===== config.mk =====
export PLATFORM = sky130hd
export DESIGN_NAME = accel_multi_filter
export DESIGN_NICKNAME = d
export VERILOG_FILES = /design/src/rtl/accel_filt_pkg.sv /design/src/rtl/accel_chan_ram.sv /design/src/rtl/accel_multi_filter.sv
export SDC_FILE = /design/constraint.sdc
export NUM_CORES = 1
export LEC_CHECK = 0
export CAP_MARGIN = 20
export CORE_UTILIZATION = 55
export CTS_CLUSTER_SIZE = 28
export DETAILED_ROUTE_END_ITERATION = 16
export PLACE_DENSITY = 0.73
export RECOVER_POWER = 100
export SYNTH_ARGS = -nofsm -noshare
export SYNTH_HDL_FRONTEND = slang
export SYNTH_SLANG_ARGS = --single-unit

===== constraint.sdc =====
create_clock -name clk -period 19.15 [get_ports clk]
set_input_delay 5.745 -clock clk [delete_from_list [all_inputs] [get_ports clk]]
set_output_delay 5.745 -clock clk [all_outputs]
set_load 0.03 [all_outputs]

===== src/rtl/accel_filt_pkg.sv =====
// Shared FSM type, width helper and saturating subtract for accel_multi_filter.
package accel_filt_pkg;

  typedef enum logic [1:0] {IDLE, ACCUM, EMIT} state_t;

  localparam int MAX_W = 32;

  function automatic int sum_w(input int data_w, input int log2_depth);
    return data_w + log2_depth;
  endfunction

  // Operands already fit in w bits (w <= 31), so the raw difference cannot wrap in MAX_W.
  function automatic logic signed [MAX_W-1:0] sat_sub(input logic signed [MAX_W-1:0] a,
                                                       input logic signed [MAX_W-1:0] b,
                                                       input int w);
    logic signed [MAX_W-1:0] d;
    logic signed [MAX_W-1:0] hi;
    logic signed [MAX_W-1:0] lo;
    d  = a - b;
    hi = $signed((32'd1 << (w - 1)) - 32'd1);
    lo = -hi - 32'sd1;
    if (d > hi) return hi;
    else if (d < lo) return lo;
    else return d;
  endfunction

endpackage


===== src/rtl/accel_chan_ram.sv =====
// Per-channel ring storage for the moving average: combinational read, synchronous write.
module accel_chan_ram #(
  parameter int NUM_CH     = 2,
  parameter int DATA_W     = 16,
  parameter int LOG2_DEPTH = 3,
  parameter int CH_W       = 1,
  parameter int PTR_W      = 3
) (
  input  logic                     clk,
  input  logic                     reset_n,
  input  logic [CH_W-1:0]          ch,
  input  logic [PTR_W-1:0]         ptr,
  input  logic                     we,
  input  logic signed [DATA_W-1:0] wr_data,
  output logic signed [DATA_W-1:0] rd_data
);
  localparam int WORDS = NUM_CH * (1 << LOG2_DEPTH);
  localparam int AW    = CH_W + LOG2_DEPTH;

  logic [AW-1:0]            addr;
  logic signed [DATA_W-1:0] mem_q [WORDS];
  logic signed [DATA_W-1:0] mem_d [WORDS];

  if (LOG2_DEPTH == 0) begin : g_addr_ch
    assign addr = ch;
  end else begin : g_addr_ptr
    assign addr = {ch, ptr[LOG2_DEPTH-1:0]};
  end

  assign rd_data = mem_q[addr];

  always_comb begin
    mem_d = mem_q;
    if (we) mem_d[addr] = wr_data;
  end

  always_ff @(posedge clk or negedge reset_n) begin
    if (!reset_n) begin
      for (int i = 0; i < WORDS; i++) mem_q[i] <= '0;
    end else begin
      mem_q <= mem_d;
    end
  end
endmodule


===== src/rtl/accel_multi_filter.sv =====
// Multi-channel moving-average filter with saturating zero-offset removal.
// Optional hysteretic tilt flags are built when ACCEL_FILT_TILT_EN is defined.
module accel_multi_filter
  import accel_filt_pkg::*;
#(
  parameter int NUM_CH     = 2,
  parameter int DATA_W     = 16,
  parameter int LOG2_DEPTH = 3,
  parameter int TILT_HI    = 64,
  parameter int TILT_LO    = 32
) (
  input  logic                     clk,
  input  logic                     reset_n,
  input  logic                     sample_valid,
  input  logic [NUM_CH*DATA_W-1:0] sample_data,
  input  logic                     cal_req,
  input  logic                     cal_clr,
  output logic                     out_valid,
  output logic [NUM_CH*DATA_W-1:0] out_data,
  output logic                     busy,
  output logic                     overrun,
  output logic [NUM_CH-1:0]        tilt_pos,
  output logic [NUM_CH-1:0]        tilt_neg
);
  localparam int SUM_W = sum_w(DATA_W, LOG2_DEPTH);
  localparam int CH_W  = (NUM_CH > 1) ? $clog2(NUM_CH) : 1;
  localparam int PTR_W = (LOG2_DEPTH > 0) ? LOG2_DEPTH : 1;
  localparam logic [CH_W-1:0] LAST_CH = CH_W'(NUM_CH - 1);

  if (NUM_CH < 1 || NUM_CH > 4 || DATA_W > 31 || LOG2_DEPTH < 0 || LOG2_DEPTH > 5 ||
      TILT_LO < 0 || TILT_LO >= TILT_HI) begin : g_bad_params
    $error("accel_multi_filter: illegal parameter set");
  end

  state_t                   state_q, state_d;
  logic [CH_W-1:0]          ch_q, ch_d;
  logic [PTR_W-1:0]         wr_ptr_q, wr_ptr_d;
  logic [NUM_CH*DATA_W-1:0] samp_q, samp_d;
  logic signed [SUM_W-1:0]  sum_q [NUM_CH];
  logic signed [SUM_W-1:0]  sum_d [NUM_CH];
  logic signed [DATA_W-1:0] filt_q [NUM_CH];
  logic signed [DATA_W-1:0] filt_d [NUM_CH];
  logic signed [DATA_W-1:0] cfilt_q [NUM_CH];
  logic signed [DATA_W-1:0] cfilt_d [NUM_CH];
  logic signed [DATA_W-1:0] offset_q [NUM_CH];
  logic signed [DATA_W-1:0] offset_d [NUM_CH];
  logic [NUM_CH*DATA_W-1:0] out_data_q, out_data_d;
  logic                     out_valid_q, out_valid_d;
  logic                     overrun_q, overrun_d;

  logic signed [DATA_W-1:0] new_s, ram_rd, filt_new;
  logic signed [SUM_W-1:0]  sum_new;
  logic signed [DATA_W-1:0] commit_f [NUM_CH];
  logic signed [DATA_W-1:0] commit_o [NUM_CH];
  logic                     ram_we;
  logic                     commit_en;

  accel_chan_ram #(
    .NUM_CH(NUM_CH), .DATA_W(DATA_W), .LOG2_DEPTH(LOG2_DEPTH), .CH_W(CH_W), .PTR_W(PTR_W)
  ) u_ram (
    .clk(clk), .reset_n(reset_n), .ch(ch_q), .ptr(wr_ptr_q),
    .we(ram_we), .wr_data(new_s), .rd_data(ram_rd)
  );

  // Shared datapath for the channel selected by ch_q; results commit on the last channel
  // so out_data is already visible in the EMIT cycle.
  always_comb begin
    new_s     = samp_q[int'(ch_q)*DATA_W +: DATA_W];
    sum_new   = sum_q[ch_q] + SUM_W'(new_s) - SUM_W'(ram_rd);
    filt_new  = DATA_W'(sum_new >>> LOG2_DEPTH);
    commit_en = (state_q == ACCUM) && (ch_q == LAST_CH);
    for (int c = 0; c < NUM_CH; c++) begin
      commit_f[c] = (c == NUM_CH - 1) ? filt_new : filt_q[c];
      commit_o[c] = DATA_W'(sat_sub(MAX_W'(commit_f[c]), MAX_W'(offset_q[c]), DATA_W));
    end
  end

  always_comb begin
    state_d     = state_q;
    ch_d        = ch_q;
    wr_ptr_d    = wr_ptr_q;
    samp_d      = samp_q;
    sum_d       = sum_q;
    filt_d      = filt_q;
    cfilt_d     = cfilt_q;
    offset_d    = offset_q;
    out_data_d  = out_data_q;
    out_valid_d = 1'b0;
    overrun_d   = overrun_q;
    ram_we      = 1'b0;
    case (state_q)
      IDLE: begin
        if (sample_valid) begin
          samp_d  = sample_data;
          ch_d    = '0;
          state_d = ACCUM;
        end
      end
      ACCUM: begin
        if (sample_valid) overrun_d = 1'b1;
        ram_we        = 1'b1;
        sum_d[ch_q]   = sum_new;
        filt_d[ch_q]  = filt_new;
        if (commit_en) begin
          ch_d        = '0;
          wr_ptr_d    = (LOG2_DEPTH == 0) ? '0 : wr_ptr_q + 1'b1;
          state_d     = EMIT;
          out_valid_d = 1'b1;
          for (int c = 0; c < NUM_CH; c++) begin
            cfilt_d[c] = commit_f[c];
            out_data_d[c*DATA_W +: DATA_W] = commit_o[c];
          end
        end else begin
          ch_d = ch_q + 1'b1;
        end
      end
      EMIT: begin
        if (sample_valid) overrun_d = 1'b1;
        state_d = IDLE;
      end
      default: state_d = IDLE;
    endcase
    // cfilt_q already holds the values committed for this EMIT, if any.
    if (cal_clr) begin
      for (int c = 0; c < NUM_CH; c++) offset_d[c] = '0;
    end else if (cal_req) begin
      offset_d = cfilt_q;
    end
  end

  always_ff @(posedge clk or negedge reset_n) begin
    if (!reset_n) begin
      state_q     <= IDLE;
      ch_q        <= '0;
      wr_ptr_q    <= '0;
      samp_q      <= '0;
      out_data_q  <= '0;
      out_valid_q <= 1'b0;
      overrun_q   <= 1'b0;
      for (int c = 0; c < NUM_CH; c++) begin
        sum_q[c]    <= '0;
        filt_q[c]   <= '0;
        cfilt_q[c]  <= '0;
        offset_q[c] <= '0;
      end
    end else begin
      state_q     <= state_d;
      ch_q        <= ch_d;
      wr_ptr_q    <= wr_ptr_d;
      samp_q      <= samp_d;
      out_data_q  <= out_data_d;
      out_valid_q <= out_valid_d;
      overrun_q   <= overrun_d;
      sum_q       <= sum_d;
      filt_q      <= filt_d;
      cfilt_q     <= cfilt_d;
      offset_q    <= offset_d;
    end
  end

  assign out_valid = out_valid_q;
  assign out_data  = out_data_q;
  assign busy      = (state_q != IDLE);
  assign overrun   = overrun_q;

`ifdef ACCEL_FILT_TILT_EN
  logic [NUM_CH-1:0] tilt_pos_q, tilt_pos_d;
  logic [NUM_CH-1:0] tilt_neg_q, tilt_neg_d;

  // Set and clear thresholds are disjoint, so pos and neg can never both be set.
  always_comb begin
    tilt_pos_d = tilt_pos_q;
    tilt_neg_d = tilt_neg_q;
    if (commit_en) begin
      for (int c = 0; c < NUM_CH; c++) begin
        if (commit_o[c] > TILT_HI) tilt_pos_d[c] = 1'b1;
        else if (commit_o[c] < TILT_LO) tilt_pos_d[c] = 1'b0;
        if (commit_o[c] < -TILT_HI) tilt_neg_d[c] = 1'b1;
        else if (commit_o[c] > -TILT_LO) tilt_neg_d[c] = 1'b0;
      end
    end
  end

  always_ff @(posedge clk or negedge reset_n) begin
    if (!reset_n) begin
      tilt_pos_q <= '0;
      tilt_neg_q <= '0;
    end else begin
      tilt_pos_q <= tilt_pos_d;
      tilt_neg_q <= tilt_neg_d;
    end
  end

  assign tilt_pos = tilt_pos_q;
  assign tilt_neg = tilt_neg_q;
`else
  assign tilt_pos = '0;
  assign tilt_neg = '0;
`endif
endmodule


==> metrics.yaml <==
layout:
  num-nets-final: 2146
  area_delta_synth_final_pct: 13.0
  fillers: 2917
  layout-drive-gt1-share: 0.111
  n_antenna_cell: 0
routing:
  ant_nets: 0
  drc: 0
  drt_iter0_drc: 1223
  num_vias: 15100
  drt-wirelength-per-cell_um: 19.1
  routed_wl_mm: 49.0
  routed_via_density: 5.88
  dr.pass1.iters: 5
timing:
  period_share: 0.553
  clock_skew_ps: 44.2
  final_hold_viol_count: 0
  tns_ps: 0
  slew_headroom: -2.24
  slew_violations: 899
  timing.final.crit_period_ps: 10590
  max_freq_ghz: 0.0944
  finalSetupViolations: 0
  rsz0062_at_grt: "false"
  tightest_slew_ps: 4860
worst_setup_path:
  critPathLaunchType: "input port"
  rr_startpoint: "wr_ptr_q[1]$_DFFE_PN0P_"
  critPathKind: "in -> async"
  crit_chain: "clkbuf_1 -> clkbuf_1 -> buf_16 -> buf_4"
  cpPeakStageDelay_ps: 3340
  rr_endpoint: "out_data[29]$_DFFE_PN0P_"
  required_ps: 19700
  critPathMostFrequentCell: "clkbuf_1"
  reg2reg_depth: 21
  crit_fanout: 93
  cp-end-kind: "async pin"
  r2r_slack_ps: 8990
  critical_path_arrival_ps: 11140
  crit_path_top_delay_cell: "clkbuf_1"
yosys:
  synth_ff_type: "dfrtp_1"
  synth_common_cells: "dfrtp_1, nand2_1, o21ai_0"
  async_reset_ff_frac: 1.00
  synthTopCellsByArea: "dfrtp_1, mux4_2, o21ai_0, nand2_1, ha_1"
  synth_most_common_cell: "dfrtp_1"
  synth_edf_count: 0
  synthCells: 1998
  ys_seq_elements: 414
  avgSynthCellArea_um2: 10.4
  yosysWarningCount: 0
  seq_area_frac_synth: 0.500
  ys_types: 63
  synth_top_area_frac: 0.500
  synth_area_um2: 20700
  yosysTopAreaCell: "dfrtp_1"
cts:
  ctsHoldBuffers: 0
  cts_tree: "done"
  clock_sinks: 414
  insertion_delay_ps: 570
  cts_max_level: 2
  cts-resized-gates: 0
  cts_setup_buffers: 0
  path_clk_slew_ps: 60
  cts_buffer_depth: 3
  cts-root-buf: "clkbuf_16"
  numCtsBuffers: 44
floorplanning:
  die_h_um: 196
  die_area_um2: 38500
  core_um2: 36900
  row_count: 70
  initial_core_util: 0.562
  die_x_um: 196
  ios: 76
place:
  dpl.hpwl_mm: 31.3
  gp_congestion: 0.924
  numPortBuffers: 71
hold_path:
  holdPathStages: 2
  hold_class: "reg -> reg"
  hold_path_end: "u_ram.mem_q[76]$_DFFE_PN0P_"
  min_from: "u_ram.mem_q[76]$_DFFE_PN0P_"
run_status:
  violations: "capacitance limit, slew limit"
  status: "complete, but fails checks"
global_routing:
  grt_first_pass_wirelength_mm: 80.6
  grt_antenna_before_repair: 0
  grt_max_degree: 94
  grt_usage: 0.266
  grt_overflow: 0
  grt_pass1_vias: 15000
job:
  drv_cap: 23
==> cells by family (layout without fill, tap and decap cells) <==
group / after synthesis / after routing / share of synthesized area
AOI/OAI and AO/OA: 500 / 500 / 0.136
xor gates and xnor gates: 42 / 42 / 0.0177
adders and majority gates: 78 / 78 / 0.0543
buffers and inverters: 225 / 289 / 0.0428
DFF: 414 / 414 / 0.500
muxes: 186 / 186 / 0.141
other: 1 / 4 / 0.000181
and+or+nand+nor: 552 / 552 / 0.108
==> registers in the layout, summed over array words and instances, names as in the netlist <==
| signal | cells |
|---|---|
| cfilt_q | 31 |
| offset_q | 32 |
| overrun | 1 |
| samp_q | 32 |
| sum_q | 23 |
| state_q | 2 |
| u_ram.mem_q | 256 |
| wr_ptr_q | 3 |
| out_valid | 1 |
| ch_q | 1 |
| out_data | 32 |
==> worst max-delay path by stage <==
stage	end	depth (start not counted)	slack (ps)	start
after global placement	u_ram.mem_q[106]$_DFFE_PN0P_	3	10900	reset_n
after global routing	u_ram.mem_q[122]$_DFFE_PN0P_	4	7370	reset_n
after CTS	out_data[29]$_DFFE_PN0P_	21	11030	wr_ptr_q[0]$_DFFE_PN0P_
final	u_ram.mem_q[69]$_DFFE_PN0P_	4	8560	reset_n
after detailed placement	u_ram.mem_q[69]$_DFFE_PN0P_	3	10820	reset_n
after floorplan	offset_q[0]$_DFFE_PN0P_	4	12340	cal_req
==> layer usage <==
| layer | vias up | global-route usage | wire length (um) |
|---|---|---|---|
| li1 | 7009 | - | - |
| met1 | 7562 | 0.349 | 20500 |
| met2 | 423 | 0.456 | 24500 |
| met3 | 102 | 0.0337 | 2450 |
| met4 | 0 | 0.0964 | 1600 |
| met5 | - | 0 | 0 |
==> final cells by class <==
type | count | area, um2 | share of cell area
flip-flops and latches | 414 | 10400 | 0.442
multi-input cells | 1362 | 9480 | 0.405
clock buffers | 63 | 1300 | 0.0556
repair buffers | 117 | 1030 | 0.0439
well taps | 504 | 631 | 0.0269
inverters | 92 | 345 | 0.0147
clock inverters | 17 | 279 | 0.0119
==> worst max-delay path, delay by kind of cell <==
| family | cells | cell delay, ps |
|---|---|---|
| buffers and inverters | 4 | 5210 |
==> layout by cell type, fill, tap and decap left out, drive strengths merged, types with 7 or more instances in the layout <==
cell type | netlist | final
dfrtp | 414 | 414
nand3 | 15 | 15
nand4 | 11 | 11
o21a | 16 | 16
clkbuf | 98 | 87
or3 | 9 | 9
nor2 | 140 | 140
nand2b | 11 | 11
buf | 35 | 24
nor2b | 8 | 8
a21oi | 121 | 121
mux4 | 80 | 80
clkinv | 1 | 11
nand2 | 331 | 331
nor3 | 16 | 16
dlygate4sd3 | 0 | 36
a311oi | 8 | 8
inv | 91 | 92
mux2 | 41 | 41
fa | 20 | 20
mux2i | 65 | 65
a31oi | 7 | 7
xnor2 | 25 | 25
o31ai | 8 | 8
ha | 58 | 58
a21o | 13 | 13
clkdlybuf4s50 | 0 | 33
o21ai | 279 | 279
xor2 | 17 | 17
==> per-stage QoR <==
| step | area [um2] | util | hold slack [ps] | setup WS, ps | cells |
|---|---|---|---|---|---|
| after CTS | 23500 | 0.637 | 478 | 11030 | 2565 |
| after floorplan | 20700 | - | 445 | 12340 | 2001 |
| final | 23400 | 0.635 | 474 | 8560 | 2569 |
| after global routing | 23400 | 0.635 | 493 | 7370 | 2569 |
| after detailed placement | 21900 | 0.594 | 463 | 10820 | 2485 |
| after global placement | 21900 | 0.594 | 455 | 10900 | 2485 |
Power is left out: the tool's default activity adds up to more than one toggle a clock period on the data nets, which glitch-free logic cannot reach.
